File: src/rtl/mult_thread_arb.sv
// mult_thread_arb: round-robin sharing of the mul/div unit across threads with mul shadow pipe, div ownership and per-thread flush
module mult_thread_arb #(
  parameter int NUM_THREADS = 2,
  parameter int TID_W       = 1,
  parameter int MUL_LAT     = 2
) (
  input  logic                   clk_i,
  input  logic                   rst_i,
  input  logic [NUM_THREADS-1:0] req_valid_i,
  input  logic [NUM_THREADS-1:0] req_is_div_i,
  output logic [NUM_THREADS-1:0] req_ready_o,
  input  logic [NUM_THREADS-1:0] flush_i,
  output logic                   unit_valid_o,
  output logic [TID_W-1:0]       unit_sel_o,
  output logic                   unit_flush_o,
  input  logic                   unit_div_ready_i,
  input  logic                   unit_res_valid_i,
  input  logic [TID_W-1:0]       unit_res_thread_i,
  output logic [NUM_THREADS-1:0] res_valid_o
);
  logic [TID_W-1:0]       rr_ptr_q, div_owner_q, gnt_idx, hi_idx, lo_idx, head_tid;
  logic                   div_busy_q, kill_cycle, gnt, hi_any, div_gnt, mul_gnt, mul_res, div_res;
  logic [NUM_THREADS-1:0] elig;
  logic [MUL_LAT-1:0]     occ_q, live_q;
  logic [TID_W-1:0]       tid_q [MUL_LAT];
  assign kill_cycle = div_busy_q & flush_i[div_owner_q];
  always_comb begin
    elig = '0;
    hi_idx = '0;
    lo_idx = '0;
    hi_any = 1'b0;
    for (int t = NUM_THREADS-1; t >= 0; t--) begin
      elig[t] = req_valid_i[t] & ~flush_i[t] & ~kill_cycle & (~req_is_div_i[t] | (~div_busy_q & unit_div_ready_i));
      if (elig[t]) begin
        lo_idx = TID_W'(t);
        if (t >= int'(rr_ptr_q)) begin
          hi_idx = TID_W'(t);
          hi_any = 1'b1;
        end
      end
    end
  end
  assign gnt      = |elig;
  assign gnt_idx  = hi_any ? hi_idx : lo_idx;
  assign div_gnt  = gnt & req_is_div_i[gnt_idx];
  assign mul_gnt  = gnt & ~req_is_div_i[gnt_idx];
  assign head_tid = tid_q[MUL_LAT-1];
  assign mul_res  = unit_res_valid_i & occ_q[MUL_LAT-1];
  assign div_res  = unit_res_valid_i & ~occ_q[MUL_LAT-1];
  assign unit_valid_o = gnt & ~rst_i;
  assign unit_sel_o   = rst_i ? '0 : gnt_idx;
  assign unit_flush_o = kill_cycle & ~rst_i;
  always_comb begin
    req_ready_o = '0;
    res_valid_o = '0;
    if (gnt & ~rst_i) req_ready_o[gnt_idx] = 1'b1;
    if (mul_res & ~rst_i) res_valid_o[head_tid] = live_q[MUL_LAT-1] & ~flush_i[head_tid];
    else if (div_res & ~rst_i) res_valid_o[div_owner_q] = div_busy_q & ~kill_cycle;
  end
  always_ff @(posedge clk_i) begin
    if (rst_i) begin
      rr_ptr_q    <= '0;
      div_busy_q  <= 1'b0;
      div_owner_q <= '0;
      occ_q       <= '0;
      live_q      <= '0;
    end else begin
      if (gnt) rr_ptr_q <= (int'(gnt_idx) == NUM_THREADS-1) ? '0 : gnt_idx + 1'b1;
      if (div_gnt) begin
        div_busy_q  <= 1'b1;
        div_owner_q <= gnt_idx;
      end else if (kill_cycle | (div_res & div_busy_q)) div_busy_q <= 1'b0;
      occ_q[0]  <= mul_gnt;
      live_q[0] <= mul_gnt & ~flush_i[gnt_idx];
      tid_q[0]  <= gnt_idx;
      for (int k = 1; k < MUL_LAT; k++) begin
        occ_q[k]  <= occ_q[k-1];
        live_q[k] <= live_q[k-1] & ~flush_i[tid_q[k-1]];
        tid_q[k]  <= tid_q[k-1];
      end
    end
  end
  always_ff @(posedge clk_i)
    if (!rst_i && (mul_res || (div_res && div_busy_q)))
      assert (unit_res_thread_i == (mul_res ? head_tid : div_owner_q));
endmodule

File: config.mk
export PLATFORM = sky130hd
export DESIGN_NAME = mult_thread_arb
export DESIGN_NICKNAME = d
export VERILOG_FILES = /design/src/rtl/mult_thread_arb.sv
export SDC_FILE = /design/constraint.sdc
export NUM_CORES = 1
export LEC_CHECK = 0
export ABC_AREA = 0
export BUFFER_PORTS_ARGS = -buffer_cell sky130_fd_sc_hd__buf_2
export CORE_MARGIN = 2
export CORE_UTILIZATION = 25
export DETAILED_ROUTE_END_ITERATION = 10
export GPL_ROUTABILITY_DRIVEN = 0
export REMOVE_ABC_BUFFERS = 1
export SLEW_MARGIN = 20
export SYNTH_ARGS = -nofsm -noshare
export SYNTH_HDL_FRONTEND = slang
export SYNTH_SLANG_ARGS = --single-unit
File: constraint.sdc
create_clock -name clk_i -period 1.8 [get_ports clk_i]
set_clock_uncertainty 0.15 [all_clocks]
set_input_delay 0.36 -clock clk_i [delete_from_list [all_inputs] [get_ports clk_i]]
set_output_delay 0.36 -clock clk_i [all_outputs]
set_load 0.05 [all_outputs]
**Word level (Yosys, flattened, before mapping)**

Memory sizes are Yosys's and may differ from the RTL's.
Index checks and enable logic that the tools add are counted.

- Mux-type cells: 31
- Add/subtract/negate cells: 1
- $lt $le $gt $ge: 8
- Bitwise gates (word level): 38
- Reductions and logical operators: 5

Operator list:

| operator | count |
|---|---|
| $mux W1 | 25 |
| $and A1 B1 Y1 | 21 |
| $not A1 Y1 | 12 |
| $lt A1 B2 Y1 const B | 4 |
| $mux W2 | 3 |
| $and A2 B2 Y2 | 2 |
| $demux W1 S1 | 3 |
| $ge A1 B1 Y1 const B | 3 |
| $logic_and A1 B1 Y1 | 3 |
| $or A1 B1 Y1 | 3 |
| $reduce_bool A2 Y1 | 1 |
| $reduce_or A2 Y1 | 1 |
| $add A1 B1 Y1 const B | 1 |
| $ge A1 B1 Y1 const A | 1 |

- Memories kept: 1
- Register bits: 7
- Output and inout port bits: 7
- Logic and storage cells: 89
- Bits in writable memories: 2
- Input bits: 11

Memories:

| name | words | bits a word | read ports | clocked after memory_dff | wr ports | RTL line | RTL |
|---|---|---|---|---|---|---|---|
| tid_q | 2 | 1 | 2 | 0 | 2 | 25 | `logic [TID_W-1:0] tid_q [MUL_LAT];` |

**Longest topological paths before layout**

Gate-level depths: netlist of run 1.

- Word-level depth: 15
- Gate-level depth with buffers: 4
- Mapped depth without buffers: 4

**Least setup slack after synthesis of run 1**

No wires, ideal clock.

- Kind: register to output
- From: reg div_busy_q
- To: out res_valid_o[0]
- Path buffers: 0
- Data required time: 1.290 ns
- Arrival time: 1.704 ns
- Cell stages (with the launch flop): 4
- Path slack: -0.414 ns
- Cells stage by stage: dfxtp_1 nor3b_1 a31oi_1 nor3_1

- Cells in the longest elaborated chain, start to end: 6

RTL lines:

| what | RTL line | RTL |
|---|---|---|
| from (decl) | 22 | `logic div_busy_q, kill_cycle, gnt, hi_any, div_gnt, mul_gnt, mul_res, div_res;` |
| from (signal assigned) | 63 | `div_busy_q <= 1'b0;` |
| from (signal assigned) | 70 | `div_busy_q <= 1'b1;` |
| from (signal assigned) | 72 | `end else if (kill_cycle \| (div_res & div_busy_q)) div_busy_q <= 1'b0;` |
| $and A1 B1 Y1 | 26 | `assign kill_cycle = div_busy_q & flush_i[div_owner_q];` |
| $not A1 Y1 | 58 | `else if (div_res & ~rst_i) res_valid_o[div_owner_q] = div_busy_q & ~kill_cycle;` |
| $and A1 B1 Y1 (*) | 58 |  |
| $and A2 B2 Y2 (no line) (*) | -- |  |
| $mux W2 (*) | 58 |  |
| $mux W2 (*) | 57 | `if (mul_res & ~rst_i) res_valid_o[head_tid] = live_q[MUL_LAT-1] & ~flush_i[head_tid];` |
| to (decl) | 19 | `output logic [NUM_THREADS-1:0] res_valid_o` |

Mark *: on every way between the ends. The rest lies on a longest branch, timed or not.

**Worst setup path in the final report of run 1**

- From: reg div_owner_q
- To: out req_ready_o[1]

- Cells in the longest elaborated chain, start to end: 15
- Elaborated cells between the ends (all ways): 23
- Those cells by class: order compare: 2; mux: 12; bitwise: 7; reduce/logical: 2

RTL lines:

| what | RTL line | RTL |
|---|---|---|
| from (decl) | 21 | `logic [TID_W-1:0] rr_ptr_q, div_owner_q, gnt_idx, hi_idx, lo_idx, head_tid;` |
| from (signal assigned) | 71 | `div_owner_q <= gnt_idx;` |
| $mux W1 (implied by the code) (*) (2 in series) | 26 |  |
| $and A1 B1 Y1 (*) | 26 |  |
| $not A1 Y1 (*) | 33 | `elig[t] = req_valid_i[t] & ~flush_i[t] & ~kill_cycle & (~req_is_div_i[t] \| (~div_busy_q & unit_div_ready_i));` |
| $and A1 B1 Y1 (2 in series) | 33 |  |
| $mux W1 | 34 | `if (elig[t]) begin` |
| $mux W1 | 36 | `if (t >= int'(rr_ptr_q)) begin` |
| $mux W1 | 34 |  |
| $mux W1 | 44 | `assign gnt_idx = hi_any ? hi_idx : lo_idx;` |
| $lt A1 B2 Y1 (implied by the code) or $ge A1 B1 Y1 (tied branches) | 56 | `if (gnt & ~rst_i) req_ready_o[gnt_idx] = 1'b1;` |
| $logic_and A1 B1 Y1 (implied by the code) | 56 |  |
| $mux W1 (implied by the code) | 56 |  |
| $demux W1 S1 | 56 |  |
| $mux W2 (*) | 56 |  |
| to (decl) | 11 | `output logic [NUM_THREADS-1:0] req_ready_o,` |

Mark *: on every way between the ends. The rest lies on a longest branch, timed or not. The select of a mux whose other input is x is not followed.

==> results.sh, run 1 <==
export IMPL_crit_type="reg2out"
export IMPL_track_usage_pct=11.1
export IMPL_cp_max_fo=4
export IMPL_dieArea_um2=2470
export IMPL_powerDensity_nw_per_um2=581
export IMPL_yosys_register_bits=9
export IMPL_min_period_ns=2.06
export IMPL_die_h_um=49.7
export IMPL_crit_slowest_cell="dfxtp_2"
export IMPL_p_leak_nw=0.387
export IMPL_slew_viol_final=0
export IMPL_regArea_um2=201
export IMPL_vias_per_cell=4.53
export IMPL_syn_area_um2=522
export IMPL_first_pass_iters=4
export IMPL_drtIter0Drc=5
export IMPL_antenna_found_initial=0
export IMPL_numCtsBuffers=3
export IMPL_max_freq_mhz=486
export IMPL_crit_required_ns=1.29
export IMPL_utilization_pct=44.1
export IMPL_coreArea_um2=1960
export IMPL_clockBufferDepth=2
export IMPL_setup_viol=6
export IMPL_path_cells="mux2_4, nand2_4, o211ai_4, buf_4, buf_6, nor2_4, buf_6"
export IMPL_initial_core_util_pct=26.6
export IMPL_startpoint_type="flip-flop"
export IMPL_status="complete, but fails checks"
export IMPL_rsz0062_at_grt="yes"
export IMPL_ctsHoldBuffers=0
export IMPL_final_hold_viol_count=0
export IMPL_hp_class="reg2reg"
export IMPL_crit_arrival_ns=1.55
export IMPL_grt_max_degree=7
export IMPL_routed_wirelength_um=1210
export IMPL_violations="setup timing"
export IMPL_worst_pin_slew_ns=0.263
export IMPL_netlist_instances=56
export IMPL_drive_gt1_share_pct=51.6
export IMPL_clock_sinks=9
export IMPL_cts_tree="built"
export IMPL_fill_cells=213
export IMPL_cpPeakStageDelay_ns=0.33
export IMPL_synth_seq_area_share_pct=38.4
export IMPL_wl_per_cell_um=10.1
export IMPL_ios=18
export IMPL_end_kind="primary output"
export IMPL_htreeDepth=1
export IMPL_grt_overflow_total=0
export IMPL_path_clk_slew_ns=0.06
export IMPL_grt_pass1_wl_um=2130
export IMPL_peakVddDrop_v=0.000421
export IMPL_yosysUniqueCellTypes=27
export IMPL_synth_area_leaders="dfxtp_1 27%, edfxtp_1 12%, nor2b_1 4.8%"
export IMPL_critical_path_most_common_cell="buf_6"
export IMPL_fin_crit_sh_pct=114
export IMPL_syn2layout_area_growth_pct=65.9
export IMPL_final_cell_mix="17 x buf_4, 9 x buf_2, 6 x dfxtp_1, 6 x buf_6"
export IMPL_maxSlewHeadroom_pct=82.5
export IMPL_antenna_cells=0
export IMPL_vias=544
export IMPL_antenna_left=0
export IMPL_finalWorstSetupSlack_ns=-0.258
export IMPL_yosysWarnings=0
export IMPL_layout_nets=105
export IMPL_cap_violations=0
export IMPL_multi_input_area_um2=334
export IMPL_mostFrequentLayoutCell="buf_4"
export IMPL_synth_top_area_share_pct=26.9
export IMPL_dp_hpwl_um=931
export IMPL_die_x_um=49.7
export IMPL_hold_ws_ns=0.290
export IMPL_io_buffers=16
export IMPL_clockRootBuffer="clkbuf_4"
export IMPL_grt_pass1_vias=525
export IMPL_syn_area_per_cell_um2=9.32
export IMPL_synth_area_leader_cell="dfxtp_1"
export IMPL_worst_skew_pair_late_latency_ns=0.25
export IMPL_remaining_drc_errors=0
export IMPL_fin_setup_tns_ns=-0.898
export IMPL_num_rows=16
logic make-up (layout without fill, tap and decap cells):
kind of cell           count (synthesis)  after routing  share of synthesized area, %
flip-flops                             9              9                          38.4
AO/OA/AOI/OAI                         15             15                          24.5
multiplexers                           2              2                          4.80
buffers and inverters                  4             41                          2.88
AND/OR/NAND/NOR                       26             26                          29.5
flip-flops by register name (all words and copies together), names as in the netlist:
name,flops
occ_q,2
div_owner_q,1
rr_ptr_q,1
live_q,2
tid_q,2
div_busy_q,1
metrics by stage:
stage	setup slack [ns]	area, um^2	power [W]	std cells
2_1_floorplan	-0.414	522	0.000288	56
3_3_place_gp	-0.199	718	0.000334	110
3_5_place_dp	-0.197	718	0.000335	110
4_1_cts	-0.234	843	0.000509	118
5_1_grt	-0.323	866	0.000540	120
6_report	-0.258	866	0.000503	120
cell usage after synthesis, drive strengths merged:
cell     number
a21oi         3
a21boi        1
a31oi         3
nand2b        2
a21bo         1
o211ai        1
and3          1
mux2i         1
edfxtp        2
nand2         5
nor2b         4
o2111ai       1
nor3          2
a21o          1
mux2          1
nor3b         2
inv           4
nand4         1
a221oi        2
dfxtp         7
o21ai         2
nand3b        2
nor2          6
or2b          1
layout make-up:
cell class	instances	share of cell area, %
Clock buffer	4	3.03
Timing Repair Buffer	33	29.5
Sequential cell	9	23.3
Multi-Input combinational cell	43	38.6
Tap cell	27	3.90
Inverter	4	1.73
report_power, final:
group | internal (W) | switching (W) | leakage [nW]
combinational | 0.0000651 | 0.0000675 | 0.295
sequential | 0.000216 | 0.00000617 | 0.0776
clock | 0.0000850 | 0.0000636 | 0.0150
total | 0.000366 | 0.000137 | 0.387
timing repair:
item,CTS,global route
buffers inserted,4,2
resized for setup,21,2
endpoints found under the setup margin,7,7
pin swaps,3,2
worst max-delay path: cells and delay by family, from the launching register on:
family / cells / cell delay (ns)
buffers and inverters: 3 / 0.42
multiplexers: 1 / 0.31
flip-flops: 1 / 0.33
AND/OR/NAND/NOR: 2 / 0.16
AO/OA/AOI/OAI: 1 / 0.09
metal layers:
layer	vias up	track usage (%)	wire (um)
met2	14	18.9	560
met4	0	1.39	0
met5	-	0	0
li1	285	-	-
met3	0	4.55	64
met1	245	13.5	589
worst paths after layout:
path / to / depth (start not counted) / slack [ns] / startpoint
min: occ_q[1]$_SDFF_PP0_ / 1 / 0.29 / occ_q[0]$_SDFF_PP0_
max: req_ready_o[1] / 7 / -0.26 / div_owner_q$_SDFFE_PP0P_
max reg2reg: live_q[0]$_SDFF_PP0_ / 6 / 0.20 / div_owner_q$_SDFFE_PP0P_
min reg2reg: occ_q[1]$_SDFF_PP0_ / 1 / 0.29 / occ_q[0]$_SDFF_PP0_
Power figures use the tool's default switching activity.
==> run 2: changes to the inputs <==
--- a/config.mk
+++ b/config.mk
@@ -7,10 +7,14 @@
 export LEC_CHECK = 0
 export ABC_AREA = 0
 export BUFFER_PORTS_ARGS = -buffer_cell sky130_fd_sc_hd__buf_2
+export CELL_PAD_IN_SITES_DETAIL_PLACEMENT = 0
+export CELL_PAD_IN_SITES_GLOBAL_PLACEMENT = 1
+export CORE_ASPECT_RATIO = 1.5
 export CORE_MARGIN = 2
 export CORE_UTILIZATION = 25
 export DETAILED_ROUTE_END_ITERATION = 10
 export GPL_ROUTABILITY_DRIVEN = 0
+export PLACE_DENSITY_LB_ADDON = 0.1
 export REMOVE_ABC_BUFFERS = 1
 export SLEW_MARGIN = 20
 export SYNTH_ARGS = -nofsm -noshare
==> constraint.sdc (replaced) <==
create_clock -name clk_i -period 1.8 [get_ports clk_i]
set_clock_uncertainty 0.15 [all_clocks]
set_input_delay 0.36 -clock clk_i [delete_from_list [all_inputs] [get_ports clk_i]]
set_output_delay 0.36 -clock clk_i [all_outputs]
set_load 0.005 [all_outputs]
==> results.sh, run 2 (same netlist as run 1, synthesis figures left out) <==
export IMPL_htreeDepth=1
export IMPL_place_ws_ns=-0.0944
export IMPL_finalWorstSetupSlack_ns=-0.128
export IMPL_syn2layout_area_growth_pct=57.1
export IMPL_drive_gt1_share_pct=52.2
export IMPL_startpoint_type="flip-flop"
export IMPL_track_usage_pct=12.6
export IMPL_crit_slowest_cell="dfxtp_2"
export IMPL_final_cell_mix="16 x buf_2, 11 x buf_4, 5 x dfxtp_1"
export IMPL_violations="setup timing"
export IMPL_fin_area_um2=820
export IMPL_r2r_cells=7
export IMPL_vias_per_cell=4.70
export IMPL_num_rows=20
export IMPL_crit_required_ns=1.29
export IMPL_antenna_found_initial=0
export IMPL_dpl_cell_area_um2=704
export IMPL_crit_arrival_ns=1.42
export IMPL_fin_cells=112
export IMPL_ios=18
export IMPL_io_buffers=16
export IMPL_routed_wirelength_um=1320
export IMPL_power_total_w=0.000488
export IMPL_reg_largest_list="live_q x2, occ_q x2, tid_q x2"
export IMPL_dieArea_um2=2480
export IMPL_regToRegStartpoint="div_busy_q$_SDFFE_PP0P_"
export IMPL_maxSlewHeadroom_pct=82.6
export IMPL_status="complete, but fails checks"
export IMPL_final_hold_viol_count=0
export IMPL_peakVddDrop_v=0.000398
export IMPL_numCtsBuffers=3
export IMPL_initial_core_util_pct=26.1
export IMPL_powerDensity_nw_per_um2=596
export IMPL_path_cells="nand2b_4, a21o_1, o211ai_4, nor3b_2, buf_2"
export IMPL_end_kind="primary output"
export IMPL_remaining_drc_errors=0
export IMPL_die_h_um=60.0
export IMPL_grt_pass1_wl_um=2150
export IMPL_rsz0062_at_grt="yes"
export IMPL_crit_start="div_busy_q$_SDFFE_PP0P_"
export IMPL_dp_hpwl_um=1050
export IMPL_dpl_cell_count=104
export IMPL_p_leak_nw=0.374
export IMPL_die_x_um=41.3
export IMPL_crit_end="req_ready_o[0]"
export IMPL_grt_overflow_total=0
export IMPL_layout_nets=102
export IMPL_reg2reg_to="tid_q[0][0]$_DFFE_PN_"
export IMPL_path_clk_slew_ns=0.06
export IMPL_wl_per_cell_um=11.8
export IMPL_antenna_left=0
export IMPL_clock_sinks=9
export IMPL_clockRootBuffer="clkbuf_4"
export IMPL_cap_violations=0
export IMPL_r2r_slack_ns=0.21
export IMPL_clockBufferDepth=2
export IMPL_worst_pin_slew_ns=0.261
export IMPL_worst_skew_pair_late_latency_ns=0.26
export IMPL_mostFrequentLayoutCell="buf_2"
export IMPL_hold_ws_ns=0.233
export IMPL_grt_max_degree=8
export IMPL_cts_tree="built"
export IMPL_slew_viol_final=0
export IMPL_drtIter0Drc=5
export IMPL_coreArea_um2=2000
export IMPL_crit_type="reg2out"
export IMPL_grt_pass1_vias=507
export IMPL_hp_class="in2reg"
export IMPL_min_from="rst_i"
export IMPL_fin_crit_sh_pct=107
export IMPL_cpPeakStageDelay_ns=0.32
export IMPL_setup_viol=4
export IMPL_max_freq_mhz=519
export IMPL_cp_max_fo=3
export IMPL_first_pass_iters=3
export IMPL_min_period_ns=1.93
export IMPL_vias=526
export IMPL_antenna_cells=0
run 2: changes by cell type in the layout (fill, tap and decap cells not counted), sizes merged:
cell  delta
buf      -3
run 2: cell type report:
type | count | area [um^2]
flip-flops and latches | 9 | 203
well taps | 22 | 27.5
multi-input cells | 43 | 352
fillers | 210 | 1180
clock buffers | 4 | 26.3
repair buffers | 30 | 196
inverters | 4 | 15.0
run 2: what timing repair did:
action	in CTS	in global routing
hold buffers	0	0
resized for setup	9	6
endpoints found under the setup margin	6	6
pin swaps	3	7
setup buffers	2	3
hold endpoints to repair	0	0
run 2: worst min path at each step:
stage	end	slack, ns	cells after the start
3_5_place_dp	live_q[1]$_SDFF_PP0_	0.30	1
3_3_place_gp	occ_q[1]$_SDFF_PP0_	0.27	1
5_1_grt	div_owner_q$_SDFFE_PP0P_	0.25	2
2_1_floorplan	occ_q[1]$_SDFF_PP0_	0.26	1
4_1_cts	div_owner_q$_SDFFE_PP0P_	0.21	2
6_report	div_owner_q$_SDFFE_PP0P_	0.23	2
run 2: power breakdown:
part | switching [W] | total, W | internal (W)
Clock | 0.0000699 | 0.000155 | 0.0000853
Sequential | 0.00000670 | 0.000223 | 0.000216
Combinational | 0.0000517 | 0.000110 | 0.0000585
run 2: through the flow:
stage | setup TNS, ns | utilization, %
2_1_floorplan | 0 | -
3_3_place_gp | -0.0993 | 35.2
3_5_place_dp | -0.0944 | 35.2
4_1_cts | -0.480 | 38.9
5_1_grt | -0.813 | 40.9
6_report | -0.402 | 40.9
run 2: worst max-delay path, delay by kind of cell (launching register included):
kind	cells	cell delay, ns
and+or+nand+nor	2	0.33
buffers and inverters	1	0.12
DFF	1	0.32
AOI/OAI and AO/OA	2	0.38
run 2: per-layer routing:
layer / part of all wire, % / track usage [%] / vias to the layer above
met2: 54 / 22.3 / 15
met5: 0 / 0 / -
met1: 40 / 15.1 / 240
met3: 6.0 / 1.12 / 0
met4: 0 / 4.15 / 0
li1: - / - / 271
==> run 3: changes to the inputs <==
--- a/config.mk
+++ b/config.mk
@@ -16,6 +16,7 @@
 export GPL_ROUTABILITY_DRIVEN = 0
 export PLACE_DENSITY_LB_ADDON = 0.1
 export REMOVE_ABC_BUFFERS = 1
+export SKIP_CTS_REPAIR_TIMING = 1
 export SLEW_MARGIN = 20
 export SYNTH_ARGS = -nofsm -noshare
 export SYNTH_HDL_FRONTEND = slang
==> constraint.sdc (replaced) <==
create_clock -name clk_i -period 1.8 [get_ports clk_i]
set_clock_uncertainty 0.15 [all_clocks]
set_input_delay 0.09 -clock clk_i [delete_from_list [all_inputs] [get_ports clk_i]]
set_output_delay 0.09 -clock clk_i [all_outputs]
set_load 0.005 [all_outputs]
==> results.sh, run 3 (same netlist as run 1, synthesis figures left out) <==
export IMPL_status="finished, final reports clean"
export IMPL_grt_max_degree=8
export IMPL_maxSlewHeadroom_pct=81.6
export IMPL_path_clk_slew_ns=0.07
export IMPL_crit_slowest_cell="dfxtp_4"
export IMPL_coreArea_um2=2000
export IMPL_ios=18
export IMPL_multi_input_area_um2=314
export IMPL_cap_violations=0
export IMPL_crit_buf_inv=1
export IMPL_first_pass_iters=4
export IMPL_slew_viol_final=0
export IMPL_setup_viol=0
export IMPL_die_h_um=60.0
export IMPL_regArea_um2=205
export IMPL_utilization_pct=35.1
export IMPL_fin_crit_sh_pct=96.1
export IMPL_routed_wirelength_um=1240
export IMPL_combinationalPowerShare_pct=17.8
export IMPL_end_kind="primary output"
export IMPL_pwr_share_seq_pct=48.3
export IMPL_fin_cells=102
export IMPL_grt_pass1_wl_um=1950
export IMPL_antenna_cells=0
export IMPL_p_switching_w=0.000119
export IMPL_fill_cells=225
export IMPL_track_usage_pct=11.5
export IMPL_vias=490
export IMPL_min_period_ns=1.73
export IMPL_drtIter0Drc=11
export IMPL_grt_overflow_total=0
export IMPL_htreeDepth=1
export IMPL_dpl_cell_count=94
export IMPL_die_x_um=41.3
export IMPL_final_cell_mix="16 x buf_2, 6 x nor2_1, 5 x dfxtp_1"
export IMPL_numCtsBuffers=3
export IMPL_cpPeakStageDelay_ns=0.36
export IMPL_reg_largest_list="live_q x2, occ_q x2, tid_q x2"
export IMPL_clock_sinks=9
export IMPL_fin_area_um2=703
export IMPL_antenna_left=0
export IMPL_crit_type="reg2out"
export IMPL_hp_class="in2reg"
export IMPL_final_hold_viol_count=0
export IMPL_syn2layout_area_growth_pct=34.8
export IMPL_remaining_drc_errors=0
export IMPL_dieArea_um2=2480
export IMPL_wl_per_cell_um=12.1
export IMPL_clkPwrFrac_pct=33.8
export IMPL_crit_required_ns=1.56
export IMPL_worst_pin_slew_ns=0.274
export IMPL_max_freq_mhz=578
export IMPL_finalWorstSetupSlack_ns=0.0699
export IMPL_powerDensity_nw_per_um2=655
export IMPL_clockRootBuffer="clkbuf_4"
export IMPL_mostFrequentLayoutCell="buf_2"
export IMPL_vias_per_cell=4.80
export IMPL_grt_pass1_vias=444
export IMPL_dpl_cell_area_um2=629
export IMPL_startpoint_type="flip-flop"
export IMPL_drive_gt1_share_pct=38.8
export IMPL_p_leak_nw=0.315
export IMPL_cts_tree="built"
export IMPL_fin_setup_tns_ns=0
export IMPL_worst_skew_pair_late_latency_ns=0.26
export IMPL_num_rows=20
export IMPL_rsz0062_at_grt="yes"
export IMPL_layout_nets=92
export IMPL_crit_arrival_ns=1.49
export IMPL_internal_power_w=0.000341
export IMPL_cp_top_family="compound AO/OA/AOI/OAI gates"
export IMPL_clockBufferDepth=2
export IMPL_initial_core_util_pct=26.1
export IMPL_peakVddDrop_v=0.000284
export IMPL_place_ws_ns=0.244
export IMPL_path_cells="nand2b_4, a21o_1, o211ai_4, nor3b_2, buf_2"
export IMPL_cp_max_fo=6
export IMPL_io_buffers=16
export IMPL_switching_share_pct=26.0
export IMPL_antenna_found_initial=0
export IMPL_dp_hpwl_um=977
-- run 3: power by group through the flow --
stage | Combinational [W] | Clock, W | Sequential, W
final | 0.0000821 | 0.000156 | 0.000223
after global routing | 0.0000918 | 0.000170 | 0.000224
after CTS | 0.0000754 | 0.000158 | 0.000224
after detailed placement | 0.0000749 | 0 | 0.000228
after global placement | 0.0000741 | 0 | 0.000228
after floorplan | 0.0000446 | 0 | 0.000226
-- run 3: worst reg2reg max path: cells and delay by family (launching register included) --
| family | cells | cell delay (ns) |
|---|---|---|
| flip-flops | 1 | 0.36 |
| AND/OR/NAND/NOR | 1 | 0.16 |
| AO/OA/AOI/OAI | 3 | 0.72 |
-- run 3: cell type report --
class / instances / share of cell area (%)
multi-input combinational: 43 / 44.7
sequential: 9 / 29.2
timing repair buffer: 20 / 16.4
tap: 22 / 3.91
clock buffer: 4 / 3.74
inverter: 4 / 2.14
-- run 3: metal layers --
metal  up-vias  track usage [%]  share of wire [%]
li1        252                -                  -
met1       223             14.3                 44
met2        15             19.0                 51
met3         0             1.12                4.7
met4         0             5.53                  0
met5         -                0                  0
-- run 3: path summary, 6_finish.rpt --
kind | start | to | slack (ns) | cells past startpoint
min | req_is_div_i[0] | div_busy_q$_SDFFE_PP0P_ | 0.01 | 3
max | div_busy_q$_SDFFE_PP0P_ | req_ready_o[0] | 0.07 | 5
max reg2reg | div_busy_q$_SDFFE_PP0P_ | occ_q[0]$_SDFF_PP0_ | 0.30 | 4
min reg2reg | live_q[0]$_SDFF_PP0_ | live_q[1]$_SDFF_PP0_ | 0.29 | 1
-- run 3: per-stage QoR --
stage                     total power (W)  hold WS, ns
final                            0.000460       0.0123
after global routing             0.000486       0.0365
after CTS                        0.000457      -0.0599
after detailed placement         0.000303        0.216
after global placement           0.000302        0.208
after floorplan                  0.000271      0.00907
